## src/rtl/ppt_seq_defs.sv

```systemverilog
// Shared definitions for the pulse-train sequencer: state encoding, table field codes
// and default widths.
package ppt_seq_defs;

    localparam int unsigned DEF_N_SEG = 4;
    localparam int unsigned DEF_PW    = 14;
    localparam int unsigned DEF_CW    = 8;
    localparam int unsigned DEF_GW    = 8;

    localparam logic [1:0] FLD_PERIOD = 2'd0;
    localparam logic [1:0] FLD_WIDTH  = 2'd1;
    localparam logic [1:0] FLD_COUNT  = 2'd2;
    localparam logic [1:0] FLD_GAP    = 2'd3;

    typedef enum logic [2:0] {
        StIdle,
        StLoad,
        StRun,
        StGap,
        StNext
    } seq_state_e;

endpackage

```

## src/rtl/ppt_seg_table.sv

```systemverilog
// Segment descriptor register file: one write port addressed by {segment, field},
// combinational read of a whole segment.
module ppt_seg_table
    import ppt_seq_defs::*;
#(
    parameter int unsigned N_SEG = DEF_N_SEG,
    parameter int unsigned PW    = DEF_PW,
    parameter int unsigned CW    = DEF_CW,
    parameter int unsigned GW    = DEF_GW,
    localparam int unsigned SW   = $clog2(N_SEG)
) (
    input  logic          clk,
    input  logic          rst_n,
    input  logic          cfg_we,
    input  logic [SW+1:0] cfg_addr,
    input  logic [PW-1:0] cfg_wdata,
    input  logic [SW-1:0] rd_idx,
    output logic [PW-1:0] rd_period,
    output logic [PW-1:0] rd_width,
    output logic [CW-1:0] rd_count,
    output logic [GW-1:0] rd_gap
);

    logic [PW-1:0] period_q [N_SEG];
    logic [PW-1:0] period_d [N_SEG];
    logic [PW-1:0] width_q  [N_SEG];
    logic [PW-1:0] width_d  [N_SEG];
    logic [CW-1:0] count_q  [N_SEG];
    logic [CW-1:0] count_d  [N_SEG];
    logic [GW-1:0] gap_q    [N_SEG];
    logic [GW-1:0] gap_d    [N_SEG];
    logic [SW-1:0] wr_seg;

    assign wr_seg = cfg_addr[SW+1:2];

    // Count and gap fields take the low bits of the write data.
    always_comb begin
        period_d = period_q;
        width_d  = width_q;
        count_d  = count_q;
        gap_d    = gap_q;
        if (cfg_we) begin
            unique case (cfg_addr[1:0])
                FLD_PERIOD: period_d[wr_seg] = cfg_wdata;
                FLD_WIDTH:  width_d[wr_seg]  = cfg_wdata;
                FLD_COUNT:  count_d[wr_seg]  = cfg_wdata[CW-1:0];
                FLD_GAP:    gap_d[wr_seg]    = cfg_wdata[GW-1:0];
            endcase
        end
    end

    always_ff @(posedge clk or negedge rst_n) begin
        if (!rst_n) begin
            period_q <= '{default: '0};
            width_q  <= '{default: '0};
            count_q  <= '{default: '0};
            gap_q    <= '{default: '0};
        end else begin
            period_q <= period_d;
            width_q  <= width_d;
            count_q  <= count_d;
            gap_q    <= gap_d;
        end
    end

    assign rd_period = period_q[rd_idx];
    assign rd_width  = width_q[rd_idx];
    assign rd_count  = count_q[rd_idx];
    assign rd_gap    = gap_q[rd_idx];

endmodule

```

## src/rtl/ppt_sequencer.sv

```systemverilog
// Pulse-train sequencer: walks the segment table, drives the pulse generator/counter
// pair one segment at a time, inserts gaps and repeats the table a set number of passes.
module ppt_sequencer
    import ppt_seq_defs::*;
#(
    parameter int unsigned N_SEG = DEF_N_SEG,
    parameter int unsigned PW    = DEF_PW,
    parameter int unsigned CW    = DEF_CW,
    parameter int unsigned GW    = DEF_GW,
    localparam int unsigned SW   = $clog2(N_SEG)
) (
    input  logic          clk,
    input  logic          rst_n,
    input  logic          cfg_we,
    input  logic [SW+1:0] cfg_addr,
    input  logic [PW-1:0] cfg_wdata,
    input  logic [SW-1:0] num_seg,
    input  logic [7:0]    loops,
    input  logic          start,
    input  logic          abort,
    input  logic          ppt_done,
    output logic [PW-1:0] ppt_period,
    output logic [PW-1:0] ppt_width,
    output logic [CW-1:0] ppt_count,
    output logic          ppt_run,
    output logic          busy,
    output logic [SW-1:0] seg_idx,
    output logic [7:0]    loop_cnt,
    output logic          seq_done,
    output logic          cfg_err
);

    localparam logic [SW-1:0] SegOne = SW'(1);
    localparam logic [GW-1:0] GapOne = GW'(1);

    seq_state_e    state_q, state_d;
    logic [SW-1:0] seg_idx_q, seg_idx_d;
    logic [7:0]    loop_cnt_q, loop_cnt_d, loop_inc;
    logic [PW-1:0] period_q, period_d, width_q, width_d;
    logic [CW-1:0] count_q, count_d;
    logic [GW-1:0] gap_q, gap_d, gap_cnt_q, gap_cnt_d;
    logic          seq_done_q, seq_done_d, cfg_err_q, cfg_err_d;
    logic [PW-1:0] tbl_period, tbl_width;
    logic [CW-1:0] tbl_count;
    logic [GW-1:0] tbl_gap;
    logic          seg_bad;

    ppt_seg_table #(
        .N_SEG (N_SEG),
        .PW    (PW),
        .CW    (CW),
        .GW    (GW)
    ) u_table (
        .clk       (clk),
        .rst_n     (rst_n),
        .cfg_we    (cfg_we),
        .cfg_addr  (cfg_addr),
        .cfg_wdata (cfg_wdata),
        .rd_idx    (seg_idx_q),
        .rd_period (tbl_period),
        .rd_width  (tbl_width),
        .rd_count  (tbl_count),
        .rd_gap    (tbl_gap)
    );

    assign loop_inc = loop_cnt_q + 8'd1;
    assign seg_bad  = (tbl_period == '0) || (tbl_width >= tbl_period);

    always_comb begin
        state_d    = state_q;
        seg_idx_d  = seg_idx_q;
        loop_cnt_d = loop_cnt_q;
        period_d   = period_q;
        width_d    = width_q;
        count_d    = count_q;
        gap_d      = gap_q;
        gap_cnt_d  = gap_cnt_q;
        seq_done_d = 1'b0;
        cfg_err_d  = cfg_err_q;
        if (abort) begin
            state_d = StIdle;
        end else begin
            unique case (state_q)
                StIdle: begin
                    if (start) begin
                        seg_idx_d  = '0;
                        loop_cnt_d = '0;
                        cfg_err_d  = 1'b0;
                        state_d    = StLoad;
                    end
                end
                StLoad: begin
                    period_d = tbl_period;
                    width_d  = tbl_width;
                    count_d  = tbl_count;
                    gap_d    = tbl_gap;
                    if (seg_bad) begin
                        cfg_err_d = 1'b1;
                        state_d   = StIdle;
                    end else if (tbl_count == '0) begin
                        state_d = StNext;
                    end else if (!ppt_done) begin
                        // Holding here while done is high lets the counter see run low.
                        state_d = StRun;
                    end
                end
                StRun: begin
                    if (ppt_done) begin
                        if (gap_q != '0) begin
                            gap_cnt_d = gap_q - GapOne;
                            state_d   = StGap;
                        end else begin
                            state_d = StNext;
                        end
                    end
                end
                StGap: begin
                    if (gap_cnt_q == '0) begin
                        state_d = StNext;
                    end else begin
                        gap_cnt_d = gap_cnt_q - GapOne;
                    end
                end
                StNext: begin
                    if (seg_idx_q < num_seg) begin
                        seg_idx_d = seg_idx_q + SegOne;
                        state_d   = StLoad;
                    end else begin
                        loop_cnt_d = loop_inc;
                        if ((loops != 8'd0) && (loop_inc == loops)) begin
                            seq_done_d = 1'b1;
                            state_d    = StIdle;
                        end else begin
                            seg_idx_d = '0;
                            state_d   = StLoad;
                        end
                    end
                end
                default: state_d = StIdle;
            endcase
        end
    end

    always_ff @(posedge clk or negedge rst_n) begin
        if (!rst_n) begin
            state_q    <= StIdle;
            seg_idx_q  <= '0;
            loop_cnt_q <= '0;
            period_q   <= '0;
            width_q    <= '0;
            count_q    <= '0;
            gap_q      <= '0;
            gap_cnt_q  <= '0;
            seq_done_q <= 1'b0;
            cfg_err_q  <= 1'b0;
        end else begin
            state_q    <= state_d;
            seg_idx_q  <= seg_idx_d;
            loop_cnt_q <= loop_cnt_d;
            period_q   <= period_d;
            width_q    <= width_d;
            count_q    <= count_d;
            gap_q      <= gap_d;
            gap_cnt_q  <= gap_cnt_d;
            seq_done_q <= seq_done_d;
            cfg_err_q  <= cfg_err_d;
        end
    end

    assign ppt_period = period_q;
    assign ppt_width  = width_q;
    assign ppt_count  = count_q;
    assign ppt_run    = (state_q == StRun);
    assign busy       = (state_q != StIdle);
    assign seg_idx    = seg_idx_q;
    assign loop_cnt   = loop_cnt_q;
    assign seq_done   = seq_done_q;
    assign cfg_err    = cfg_err_q;

endmodule

```

## config.mk

```make
export PLATFORM = sky130hd
export DESIGN_NAME = ppt_sequencer
export DESIGN_NICKNAME = d
export VERILOG_FILES = /design/src/rtl/ppt_seq_defs.sv /design/src/rtl/ppt_seg_table.sv /design/src/rtl/ppt_sequencer.sv
export SDC_FILE = /design/constraint.sdc
export NUM_CORES = 1
export LEC_CHECK = 0
export ABC_AREA = 1
export BUFFER_PORTS_ARGS = -buffer_cell sky130_fd_sc_hd__buf_2
export CORE_MARGIN = 1
export CORE_UTILIZATION = 37
export DETAILED_ROUTE_END_ITERATION = 6
export GPL_ROUTABILITY_DRIVEN = 1
export GPL_TIMING_DRIVEN = 0
export HOLD_SLACK_MARGIN = 0.08
export PLACE_DENSITY_LB_ADDON = 0.08
export RECOVER_POWER = 100
export SLEW_MARGIN = 40
export SYNTH_ARGS = -nofsm -noshare
export SYNTH_HDL_FRONTEND = slang
export SYNTH_HIERARCHICAL = 1
export SYNTH_SLANG_ARGS = --single-unit
```

## constraint.sdc

```tcl
create_clock -name clk -period 2.8 [get_ports clk]
set_clock_uncertainty 0.15 [all_clocks]
set_input_delay 0.84 -clock clk [delete_from_list [all_inputs] [get_ports clk]]
set_output_delay 0.84 -clock clk [all_outputs]
set_load 0.02 [all_outputs]
```

## Word-level counts from Yosys, hierarchy flattened

Cells that the tools add are included.

| operators by class | value |
|---|---|
| add/subtract/negate cells | 4 |
| multipliers | 0 |
| div/mod/pow operators | 0 |
| $lt $le $gt $ge | 5 |
| equality and inequality tests | 19 |
| shifts and indexed selects | 0 |
| muxes and demuxes | 49 |
| bitwise logic cells | 3 |
| reductions and logical operators | 24 |

Operator list:

| kind | number |
|---|---|
| bitwise mux 56 bit | 2 |
| two-way mux 8 bit | 10 |
| two-way mux 14 bit | 5 |
| bitwise mux 32 bit | 2 |
| binary-select mux 14 bit (select 2 bit) | 2 |
| binary-select mux 8 bit (select 2 bit) | 2 |
| one-hot mux 8 bit (2 select lines) | 2 |
| demux 14 bit (select 2 bit) | 1 |
| two-way mux 3 bit | 8 |
| demux 8 bit (select 2 bit) | 1 |
| zero test 8 bit | 2 |
| AND reduction 4 bit | 4 |
| nonzero test 8 bit | 2 |
| subtractor 8 x 1 -> 8 bit, second input constant | 2 |
| one-hot mux 3 bit (5 select lines) | 1 |
| >= comparator 14 bit | 1 |
| zero test 14 bit | 1 |
| != test 3 bit, second input constant | 4 |
| != test 2 bit, second input constant | 5 |
| AND reduction 2 bit | 5 |
| adder 8 x 1 -> 8 bit, second input constant | 1 |
| == test 8 bit | 1 |
| two-way mux 1 bit | 8 |
| == test 3 x 2 -> 1 bit, second input constant | 2 |
| 22 further kinds | 30 |

| storage, ports and cells | value |
|---|---|
| register bits after elaboration | 243 |
| latch bits | 0 |
| bits in writable memories | 0 |
| memory bits (read-only) | 0 |
| input port bits | 34 |
| output and inout port bits | 50 |
| word-level logic and storage cells | 130 |
| memories kept | 0 |

## Longest topological paths before layout

Gate-level depths: netlist (run 1).

| logic depth | value |
|---|---|
| depth in word-level cells | 9 |
| gate-level depth with buffers | 22 |
| gate-level depth less buffers | 20 |

## By module

Netlist (run 1), hierarchy kept.

Modules (own cells, without submodules):

| module | times used | cells an instance | area an instance (um^2) | seq. area each (um^2) |
|---|---|---|---|---|
| ppt_seg_table | 1 | 1158 | 8688.3 | 4404.2 |
| ppt_sequencer | 1 | 455 | 3732.3 | 1676.6 |

## Worst setup path before layout (run 1)

OpenSTA, ideal clock, no wires.

| timing path | value |
|---|---|
| kind | flip-flop to flip-flop |
| from | register seg_idx_q[1] (netlist: seg_idx[1]) |
| to | register state_q[1] |
| setup time | 0.117 ns |
| arrival time | 2.471 ns |
| required time | 2.533 ns |
| path slack | 0.063 ns |
| cell stages (with the launch flop) | 18 |
| buffers on the path | 3 |
| period minus slack after synthesis | 2.737 ns |
| path through | dfrtp_1 buf_2 buf_2 buf_1 o211ai_1 nand2_1 inv_1 ha_1 a21oi_1 nor2_1 nor3_1 nand2_1 nand2_1 nand4_1 nand2_1 nor2_1 nand2_1 nand2_1 |

| between the ends | value |
|---|---|
| word-level cells in the longest chain between the ends | 9 |
| elaborated cells on any way between the ends | 20 |
| classes of those cells | order compare: 1; eq/ne: 1; mux: 13; bitwise: 1; reduce/logical: 4 |

RTL lines:

| what | line | text |
|---|---|---|
| start: declaration | ppt_sequencer.sv:37 | `logic [SW-1:0] seg_idx_q, seg_idx_d;` |
| start signal: assignment | ppt_sequencer.sv:158 | `seg_idx_q <= seg_idx_d;` |
| inverter 2 -> 3 bit (not written as such) (*) | ppt_seg_table.sv:66 | `assign rd_period = period_q[rd_idx];` |
| binary-select mux 14 bit (select 2 bit) (*) | ppt_seg_table.sv:66 |  |
| two-way mux 14 bit (not written as such) (*) (2 in a row) | ppt_seg_table.sv:66 |  |
| via tbl_period[7] | ppt_sequencer.sv:43 | `logic [PW-1:0] tbl_period, tbl_width;` |
| >= comparator 14 bit / zero test 14 bit (equally long branches) | ppt_sequencer.sv:67 | `assign seg_bad = (tbl_period == '0) \|\| (tbl_width >= tbl_period);` |
| logical OR 1 bit (*) | ppt_sequencer.sv:67 |  |
| two-way mux 3 bit | ppt_sequencer.sv:97 | `if (seg_bad) begin` |
| one-hot mux 3 bit (5 select lines) | ppt_sequencer.sv:83 | `unique case (state_q)` |
| two-way mux 3 bit | ppt_sequencer.sv:80 | `if (abort) begin` |
| end signal: assignment | ppt_sequencer.sv:146 | `state_q <= StIdle;` |
| end signal: assignment | ppt_sequencer.sv:157 | `state_q <= state_d;` |
| end: declaration | ppt_sequencer.sv:36 | `seq_state_e state_q, state_d;` |

Mark *: on every way through the listed nets, which the timed path passes. The rest lies on a longest branch. The select of a mux whose other input is x is not followed.
A chain may end at the register's enable or synchronous reset.

## Final worst setup path (run 1)

| timing path | value |
|---|---|
| from | register seg_idx_q[0] (netlist: seg_idx[0]) |
| to | register state_q[1] |

Same word-level chain as after synthesis.

==> impl_metrics.yaml, run 1 <==
finish:
  multi_input_area_um2: 5440
  fillers: 3414
  areaGrowthSynthToFinish_pct: 17.8
  nNetsFinal: 1778
  finalNonFillerCells: 2191
  register_area_um2: 6080
  drive_gt1_share_pct: 15.1
  post-route-util_pct: 44.6
clock_tree:
  cts_tree: "yes"
  clk-insertion-delay-late_ns: 0.55
  ctsLongestPathBuffers: 3
  clockRootBuffer: "clkbuf_16"
  cts_made_buffers: 29
  clock-sinks: 243
  htreeDepth: 1
  clkTransAtPathRegs_ns: 0.06
worst_setup_path:
  rr_worst_depth: 15
  critPathBufInv: 4
  crit_path_cell_trace: "buf_8 -> buf_12 -> buf_8 -> o211ai_1 -> nand2_1 -> inv_1 -> ha_1 -> nand2_1 -> o21ai_2 -> a21oi_2 -> nand4_1 -> nand2_2 -> nor2_2 -> nand2_1 -> nand2_1"
  crit_type: "reg -> reg"
  rrSetupSlack_ns: -0.004
  cpMaxStageDelayCell: "dfrtp_2"
  required_ns: 3.09
  critPathTopFamily: "buffers and inverters"
  cp-start-kind: "flop"
  worst_path_most_repeated_cell: "nand2_1"
  reg2reg_from: "seg_idx[0]$_DFFE_PN0P_"
  r2r-end: "state_q[1]$_DFFE_PN0P_"
  max_stage_delay_ns: 0.49
  worst_setup_path_end_kind: "flop"
  cp_max_fo: 10
  cp_data_arrival_time_ns: 3.09
synthesis:
  ys_seq_area_share_pct: 49.0
  synth_area_leaders: "dfrtp_1, nand2_1, inv_1"
  yosysMostFrequentCell: "nand2_1"
  synth-seq-cells: 243
  synth_area_per_cell_um2: 7.70
  synth_largest_area_cell: "dfrtp_1"
  yosysUniqueCellTypes: 35
  synth_top_area_share_pct: 49.0
  syn_inst: 1613
  ys_async_sr_fraction_pct: 100
  synth_nets: 1664
  synthTopCellsByCount: "nand2_1, dfrtp_1, inv_1, o21ai_0, nand4_1"
  yosysWarnings: 6
  synth_area_um2: 12400
  synth-edff-count: 0
  ys.flop_type: "dfrtp_1"
power_and_ir_drop:
  p_int_mw: 7.82
  p_leak_nw: 7.49
  power_frac_comb_pct: 30.9
  clkPwrFrac_pct: 29.4
  power.switching_mw: 4.39
  seq_power_share_pct: 39.6
  p_per_area_nw_per_um2: 834
  switching_share_pct: 35.9
  worst_ir_drop_vdd_uv: 522
routing:
  ant_nets: 0
  vias: 10900
  routed_wl_um: 39300
  post-route-drc-count: 0
  firstDrtPassIters: 5
  routed_via_density: 4.97
  drtIter0Drc: 755
  wl_per_cell_um: 17.9
place:
  io_buffers: 67
  gp_congestion: 0.878
  dp_cells: 2125
  dp_hpwl_um: 27600
sta:
  setup_ws_ns: -0.00352
  layout_min_cycle_time_ns: 2.80
  slew_violations: 53
  max_freq_mhz: 357
  setup_violations: 1
  timing.final.crit_share_pct: 100
  grt_setup_unrepaired: "true"
  tightest_slew_ns: 1.50
  hold_viol: 0
  relSlewSlack_pct: -0.172
  setup_tns_ns: -0.00352
floorplan:
  rows: 66
  core_area_um2: 32800
  dieArea_um2: 34300
  io-pin-count: 84
  die_h_um: 185
  initial_utilization_pct: 37.9
  chipWidth_um: 185
grt:
  track_usage_pct: 23.5
  grt_pass1_wl_um: 61600
  grt-ovfl-total: 0
  antenna_found_initial: 2
  grt_pass1_vias: 10600
  grt_max_degree: 69
status:
  status: "complete, but fails checks"
  violations: "capacitance limit, slew limit, setup timing"
min_path:
  worstHoldPathCells: 2
  hold_class: "reg -> reg"
  hp-start: "u_table/gap_q[29]$_DFFE_PN0P_"
  hold_path_end: "u_table/gap_q[29]$_DFFE_PN0P_"
job:
  cap_violations: 1
[power groups by stage]
| stage | Sequential, mW | Clock (mW) | Combinational (mW) |
|---|---|---|---|
| 6_report | 4.84 | 3.59 | 3.78 |
| 5_1_grt | 4.94 | 3.82 | 4.25 |
| 3_3_place_gp | 4.88 | 0 | 3.42 |
| 2_1_floorplan | 5.05 | 0 | 2.12 |
| 4_1_cts | 4.83 | 3.69 | 3.73 |
| 3_5_place_dp | 4.89 | 0 | 3.48 |
[flip-flops by register name, summed over array words and instances, names as in the netlist, 14 cells and up]
| name | count |
|---|---|
| u_table/gap_q | 32 |
| u_table/period_q | 56 |
| ppt_width | 14 |
| u_table/width_q | 56 |
| ppt_period | 14 |
| u_table/count_q | 32 |
[stage by stage]
| step | area, um2 | hold WS, ns | power, mW | worst slack [ns] |
|---|---|---|---|---|
| floorplan | 12400 | 0.287 | 7.17 | 0.0627 |
| global placement | 13300 | 0.297 | 8.30 | -4.08 |
| detailed placement | 13400 | 0.303 | 8.37 | -0.976 |
| CTS | 14700 | 0.0808 | 12.3 | -0.00534 |
| global route | 14600 | 0.333 | 13.0 | -0.185 |
| finish | 14600 | 0.317 | 12.2 | -0.00352 |
[cells by family after synthesis]
family | after synthesis | synth area share (%)
AO/OA/AOI/OAI | 223 | 10.3
buffers and inverters | 254 | 8.33
AND/OR/NAND/NOR | 847 | 28.2
flip-flops | 243 | 49.0
XOR/XNOR | 7 | 0.494
multiplexers | 22 | 1.99
adder cells (fa/ha/maj) | 17 | 1.71
[worst reg2reg max path: stages, from the launching register on]
cell	delay (ns)
dfrtp_2	0.49
buf_8	0.19
buf_12	0.14
buf_8	0.14
o211ai_1	0.20
nand2_1	0.08
inv_1	0.18
ha_1	0.27
nand2_1	0.10
o21ai_2	0.11
a21oi_2	0.20
nand4_1	0.17
nand2_2	0.13
nor2_2	0.05
nand2_1	0.05
nand2_1	0.04
[cells in the final DEF (no fill, tap or decap), drive strengths merged]
cell type / instances
a21oi: 60
buf: 122
clkbuf: 95
clkinv: 9
clkinvlp: 2
dfrtp: 243
diode: 1
ha: 17
inv: 161
mux2: 22
nand2: 673
nand3: 34
nand3b: 5
nand4: 65
nor2: 56
nor3: 8
nor4: 3
o211ai: 30
o21ai: 100
o21bai: 28
o22ai: 4
o31ai: 1
or2: 3
xnor2: 5
xor2: 2
[area by class of cell]
| class | count | area share (%) |
|---|---|---|
| inverter | 161 | 4.20 |
| timing repair buffer | 83 | 3.46 |
| clock inverter | 11 | 0.410 |
| multi-input combinational | 1116 | 37.1 |
| buffer | 93 | 3.68 |
| antenna | 1 | 0.0171 |
| tap | 442 | 3.78 |
| clock buffer | 41 | 5.75 |
| sequential | 243 | 41.6 |
[how the worst max path moves through the flow]
stage,from,to,slack (ns),cells past startpoint
floorplan,seg_idx[1]$_DFFE_PN0P_,state_q[1]$_DFFE_PN0P_,0.06,17
detailed placement,seg_idx[0]$_DFFE_PN0P_,state_q[1]$_DFFE_PN0P_,-0.98,15
global route,seg_idx[0]$_DFFE_PN0P_,state_q[1]$_DFFE_PN0P_,-0.19,20
global placement,rst_n,u_table/width_q[6]$_DFFE_PN0P_,-4.08,1
CTS,seg_idx[0]$_DFFE_PN0P_,state_q[1]$_DFFE_PN0P_,-0.005,19
finish,seg_idx[0]$_DFFE_PN0P_,state_q[1]$_DFFE_PN0P_,-0.004,15
[layer usage]
| layer | global-route usage (%) | wire length (um) | vias up |
|---|---|---|---|
| met5 | 0 | 17 | - |
| met4 | 5.88 | 632 | 2 |
| met3 | 3.17 | 2000 | 49 |
| met2 | 37.5 | 17900 | 261 |
| met1 | 33.3 | 18700 | 5214 |
| li1 | - | - | 5355 |
[repair_timing]
item / 4_1_cts / 5_1_grt
pin swaps: 22 / 10
buffers inserted: 8 / 3
hold buffers: 0 / 0
cloned: 2 / 0
resized for setup: 110 / 15
endpoints found under the setup margin: 4 / 5
Power figures use the tool's default switching activity.
==> run 2: changes to the inputs <==
--- a/config.mk
+++ b/config.mk
@@ -8,13 +8,14 @@
 export ABC_AREA = 1
 export BUFFER_PORTS_ARGS = -buffer_cell sky130_fd_sc_hd__buf_2
 export CORE_MARGIN = 1
-export CORE_UTILIZATION = 37
+export CORE_UTILIZATION = 35
 export DETAILED_ROUTE_END_ITERATION = 6
 export GPL_ROUTABILITY_DRIVEN = 1
 export GPL_TIMING_DRIVEN = 0
 export HOLD_SLACK_MARGIN = 0.08
 export PLACE_DENSITY_LB_ADDON = 0.08
 export RECOVER_POWER = 100
+export SKIP_LAST_GASP = 1
 export SLEW_MARGIN = 40
 export SYNTH_ARGS = -nofsm -noshare
 export SYNTH_HDL_FRONTEND = slang
==> impl_metrics.yaml, run 2 (synthesis gave the netlist of run 1 again) <==
status:
  status: "complete, but fails checks"
  violations: "setup timing"
finish:
  n_antenna_cell: 0
  post-route-util_pct: 42.6
  layout_common_cells: "nand2_1, dfrtp_1, inv_1"
  nNetsFinal: 1787
  drive_gt1_share_pct: 14.4
  reg_top3: "u_table/period_q (56), u_table/width_q (56)"
  areaGrowthSynthToFinish_pct: 19.0
  fillers: 3669
  final_common_cell: "nand2_1"
sta:
  setup_violations: 2
  timing.final.crit_share_pct: 102
  slew_violations: 0
  setup_ws_ns: -0.0463
  max_freq_mhz: 351
  tightest_slew_ns: 0.981
  relSlewSlack_pct: 34.6
  worst_hold_slack_ns: 0.315
  grt_setup_unrepaired: "true"
  hold_viol: 0
  layout_min_cycle_time_ns: 2.85
worst_setup_path:
  cpMaxStageDelayCell: "dfrtp_2"
  worst_path_most_repeated_cell: "nand2_1"
  crit_type: "reg -> reg"
  cp_data_arrival_time_ns: 3.15
  critPathBufInv: 3
  crit_path_cell_trace: "bufbuf_16 -> buf_4 -> a21oi_1 -> o21ai_0 -> nand2_1 -> inv_1 -> ha_1 -> a21oi_1 -> o21ai_2 -> a21oi_2 -> nand4_1 -> nand2_2 -> nor2_2 -> nand2_1 -> nand2_1"
  max_stage_delay_ns: 0.48
  crit_cells: 15
  required_ns: 3.10
  rr_worst_depth: 15
  cp-start-kind: "flop"
  critPathTopFamily: "compound AO/OA/AOI/OAI gates"
  cp_max_fo: 10
  worst_setup_path_end_kind: "flop"
clock_tree:
  clock-sinks: 243
  clk-insertion-delay-late_ns: 0.56
  clockRootBuffer: "clkbuf_16"
  ctsLongestPathBuffers: 3
  cts_tree: "yes"
  clkTransAtPathRegs_ns: 0.06
  cts_made_buffers: 31
  htreeDepth: 1
power_and_ir_drop:
  p_leak_nw: 7.60
  worst_ir_drop_vdd_uv: 479
  total_power_mw: 12.8
  p_per_area_nw_per_um2: 864
place:
  dp_hpwl_um: 28000
  gp_congestion: 0.836
  io_buffers: 67
  place_ws_ns: -0.980
min_path:
  worstHoldPathCells: 2
  hold_class: "reg -> reg"
routing:
  firstDrtPassIters: 7
  routed_via_density: 4.95
  vias: 11000
  post-route-drc-count: 0
  wl_per_cell_um: 17.8
  ant_nets: 0
  drtIter0Drc: 686
  routed_wl_um: 39300
grt:
  grt_pass1_wl_um: 62200
  grt_pass1_vias: 10600
  antenna_found_initial: 0
  grt-ovfl-total: 0
  grt_max_degree: 69
  track_usage_pct: 22.2
floorplan:
  core_area_um2: 34700
  initial_utilization_pct: 35.8
  die_h_um: 190
  dieArea_um2: 36200
  chipWidth_um: 190
  rows: 68
  io-pin-count: 84
job:
  cap_violations: 0
run 2: changes by cell type in the layout (fill, tap and decap cells not counted), sizes merged, moves of 3 or more:
| cell | delta |
|---|---|
| bufinv | +5 |
| clkbuf | +4 |
| clkinv | -3 |
| buf | +3 |
run 2: final cells by class:
| class | count | area (um2) | share of cell area (%) |
|---|---|---|---|
| plain buffers | 93 | 527 | 3.56 |
| clock buffers | 43 | 891 | 6.03 |
| clock inverters | 12 | 191 | 1.29 |
| inverters | 161 | 607 | 4.10 |
| multi-input cells | 1116 | 5350 | 36.2 |
| flip-flops and latches | 243 | 6080 | 41.1 |
| well taps | 455 | 569 | 3.85 |
| repair buffers | 90 | 563 | 3.81 |
run 2: worst min-delay path, stage by stage, from the launching register on:
cell and delay, ns:
dfrtp_1 0.34, nand2_1 0.05, nand2_1 0.04
run 2: through the flow:
| stage | instance area [um2] | TNS, ns | instances |
|---|---|---|---|
| 3_5_place_dp | 13400 | -3.71 | 2138 |
| 3_3_place_gp | 13300 | -1000.71 | 2135 |
| 6_report | 14800 | -0.0895 | 2213 |
| 4_1_cts | 14900 | -0.0484 | 2211 |
| 5_1_grt | 14800 | -0.650 | 2213 |
| 2_1_floorplan | 12400 | 0 | 1613 |
run 2: final timing paths:
check | start | endpoint | slack (ns)
setup / recovery | seg_idx[0]$_DFFE_PN0P_ | state_q[1]$_DFFE_PN0P_ | -0.05
hold / removal | u_table/gap_q[29]$_DFFE_PN0P_ | u_table/gap_q[29]$_DFFE_PN0P_ | 0.31
setup reg to reg | seg_idx[0]$_DFFE_PN0P_ | state_q[1]$_DFFE_PN0P_ | -0.05
hold reg to reg | u_table/gap_q[29]$_DFFE_PN0P_ | u_table/gap_q[29]$_DFFE_PN0P_ | 0.31
max in group asynchronous | rst_n | u_table/width_q[49]$_DFFE_PN0P_ | 0.35
min in group asynchronous | rst_n | loop_cnt[3]$_DFFE_PN0P_ | 0.62
run 2: what timing repair did:
item | in CTS | in global routing
gates resized for setup | 83 | 20
endpoints found under the hold margin | 24 | 0
cloned | 1 | 0
hold buffers | 1 | 0
setup endpoints to repair | 4 | 5
buffers inserted | 16 | 2
pin swaps | 11 | 13
run 2: routing by layer:
layer | part of all wire (%) | GRT usage, % | vias up
met5 | 0 | 0 | -
met4 | 2.3 | 5.42 | 0
met3 | 5.7 | 4.01 | 65
met2 | 46 | 35.5 | 265
met1 | 46 | 31.0 | 5236
li1 | - | - | 5396
run 2: report_power, final:
| group | total (mW) | internal, mW | switching (mW) |
|---|---|---|---|
| clock | 4.22 | 2.66 | 1.56 |
| sequential | 4.83 | 4.39 | 0.447 |
| combinational | 3.73 | 1.36 | 2.37 |
==> run 3: changes to the inputs <==
--- a/config.mk
+++ b/config.mk
@@ -5,7 +5,6 @@
 export SDC_FILE = /design/constraint.sdc
 export NUM_CORES = 1
 export LEC_CHECK = 0
-export ABC_AREA = 1
 export BUFFER_PORTS_ARGS = -buffer_cell sky130_fd_sc_hd__buf_2
 export CORE_MARGIN = 1
 export CORE_UTILIZATION = 35
==> impl_metrics.yaml, run 3 <==
power_and_ir_drop:
  p_per_area_nw_per_um2: 923
  p_leak_nw: 5.89
  worst_ir_drop_vdd_uv: 443
synthesis:
  synth-edff-count: 0
  syn_inst: 815
  synth_nets: 866
  ys_async_sr_fraction_pct: 100
  yosysMostFrequentCell: "dfrtp_1"
  ys_seq_area_share_pct: 52.2
  synth_area_leaders: "dfrtp_1, mux2_2, mux4_2"
  synth_largest_area_cell: "dfrtp_1"
  synth-seq-cells: 243
  yosysUniqueCellTypes: 73
  synth_top_area_share_pct: 52.2
  synth_area_per_cell_um2: 14.3
  synth_area_um2: 11600
  ys.flop_type: "dfrtp_1"
  synthTopCellsByCount: "dfrtp_1, mux2_2, mux4_2, nand2_1, nor2_1"
  yosysWarnings: 6
sta:
  tightest_slew_ns: 1.30
  setup_ws_ns: -0.261
  hold_viol: 0
  relSlewSlack_pct: 12.4
  slew_violations: 0
  max_freq_mhz: 327
  setup_violations: 5
  worst_hold_slack_ns: 0.333
  timing.final.crit_share_pct: 109
  layout_min_cycle_time_ns: 3.06
  setup_tns_ns: -0.852
  grt_setup_unrepaired: "true"
grt:
  grt_max_degree: 67
  grt_pass1_vias: 7535
  antenna_found_initial: 0
  track_usage_pct: 17.7
  grt_pass1_wl_um: 46000
  grt-ovfl-total: 0
place:
  gp_congestion: 0.768
  io_buffers: 78
  dp_hpwl_um: 19800
worst_setup_path:
  cp-start-kind: "flop"
  worst_setup_path_end_kind: "flop"
  required_ns: 3.06
  cp_data_arrival_time_ns: 3.32
  crit_type: "reg -> reg"
  cp_max_fo: 7
finish:
  final_common_cell: "dfrtp_1"
  layout_common_cells: "dfrtp_1, mux2_2, clkbuf_1"
  areaGrowthSynthToFinish_pct: 20.3
  drive_gt1_share_pct: 44.8
  multi_input_area_um2: 5340
  n_antenna_cell: 0
  register_area_um2: 6090
  reg_top3: "u_table/period_q (56), u_table/width_q (56)"
  nNetsFinal: 1012
  fillers: 3074
routing:
  routed_via_density: 5.13
  firstDrtPassIters: 7
  vias: 7294
  ant_nets: 0
  post-route-drc-count: 0
  routed_wl_um: 28900
  wl_per_cell_um: 20.3
  drtIter0Drc: 307
floorplan:
  rows: 66
  core_area_um2: 32600
  initial_utilization_pct: 35.7
  chipWidth_um: 184
  dieArea_um2: 34000
  io-pin-count: 84
  die_h_um: 184
min_path:
  hold_class: "reg -> reg"
status:
  status: "complete, but fails checks"
  violations: "setup timing"
clock_tree:
  clk-insertion-delay-late_ns: 0.54
  cts_tree: "yes"
  ctsLongestPathBuffers: 3
  htreeDepth: 1
  clock-sinks: 243
  clkTransAtPathRegs_ns: 0.06
  cts_made_buffers: 29
  clockRootBuffer: "clkbuf_16"
job:
  cap_violations: 0
run 3: what timing repair did:
item / CTS / global route
hold buffers: 1 / 0
setup endpoints to repair: 4 / 7
hold endpoints to repair: 22 / 0
setup buffers: 28 / 8
pin swaps: 12 / 4
gates resized for setup: 35 / 9
run 3: worst paths after layout:
kind / start / endpoint / slack (ns) / depth (start not counted)
setup / recovery: seg_idx[0]$_DFFE_PN0P_ / state_q[0]$_DFFE_PN0P_ / -0.26 / 9
hold / removal: u_table/width_q[21]$_DFFE_PN0P_ / u_table/width_q[21]$_DFFE_PN0P_ / 0.33 / 1
setup reg to reg: seg_idx[0]$_DFFE_PN0P_ / state_q[0]$_DFFE_PN0P_ / -0.26 / 9
hold reg to reg: u_table/width_q[21]$_DFFE_PN0P_ / u_table/width_q[21]$_DFFE_PN0P_ / 0.33 / 1
max in group asynchronous: rst_n / ppt_width[13]$_DFFE_PN0P_ / 0.07 / 4
min in group asynchronous: rst_n / gap_cnt_q[3]$_DFFE_PN0P_ / 1.04 / 2
run 3: critical path, cell delays in order, from the launching register on:
cell,delay [ns]
dfrtp_2,0.43
buf_12,0.15
buf_12,0.13
buf_4,0.13
mux4_2,0.45
or4_1,0.61
nor2_2,0.22
nor2b_1,0.14
and3_4,0.22
a211o_1,0.28
run 3: report_power, final:
part | internal (mW) | switching [mW]
clock network | 2.35 | 1.44
registers | 4.48 | 0.566
logic | 2.08 | 2.02
total | 8.91 | 4.03
run 3: metrics by stage:
stage | setup WS [ns] | std cells | cell area, um2 | util [%] | total power [mW]
after detailed placement | -0.727 | 1339 | 12800 | 39.3 | 8.81
final | -0.261 | 1422 | 14000 | 43.0 | 12.9
after global routing | -0.381 | 1422 | 14000 | 43.0 | 13.7
after floorplan | 0.00212 | 815 | 11700 | - | 7.63
after global placement | -4.54 | 1335 | 12700 | 38.9 | 8.73
after CTS | -0.289 | 1415 | 14200 | 43.4 | 13.1
run 3: layer usage:
layer,wire length (um),GRT usage [%],vias up
met5,0,0,-
met1,14000,25.9,3837
met4,383,3.43,0
met2,13500,28.1,94
met3,1040,2.41,30
li1,-,-,3333
run 3: cell families (layout without fill, tap and decap cells):
logic type | count (synthesis) | count (layout) | share of synthesized area, %
flops | 243 | 243 | 52.2
mux | 270 | 270 | 30.3
xor+xnor | 10 | 10 | 0.752
fa+ha+maj | 17 | 17 | 1.83
simple gates | 138 | 138 | 7.61
compound gates | 74 | 74 | 4.46
buf+inv | 63 | 228 | 2.84
run 3: cell type report:
cell class,instances,area share (%)
sequential,243,43.4
multi-input combinational,509,38.1
clock buffer,44,6.08
timing repair buffer,117,4.88
tap,442,3.95
buffer,43,2.35
clock inverter,6,0.750
inverter,18,0.482
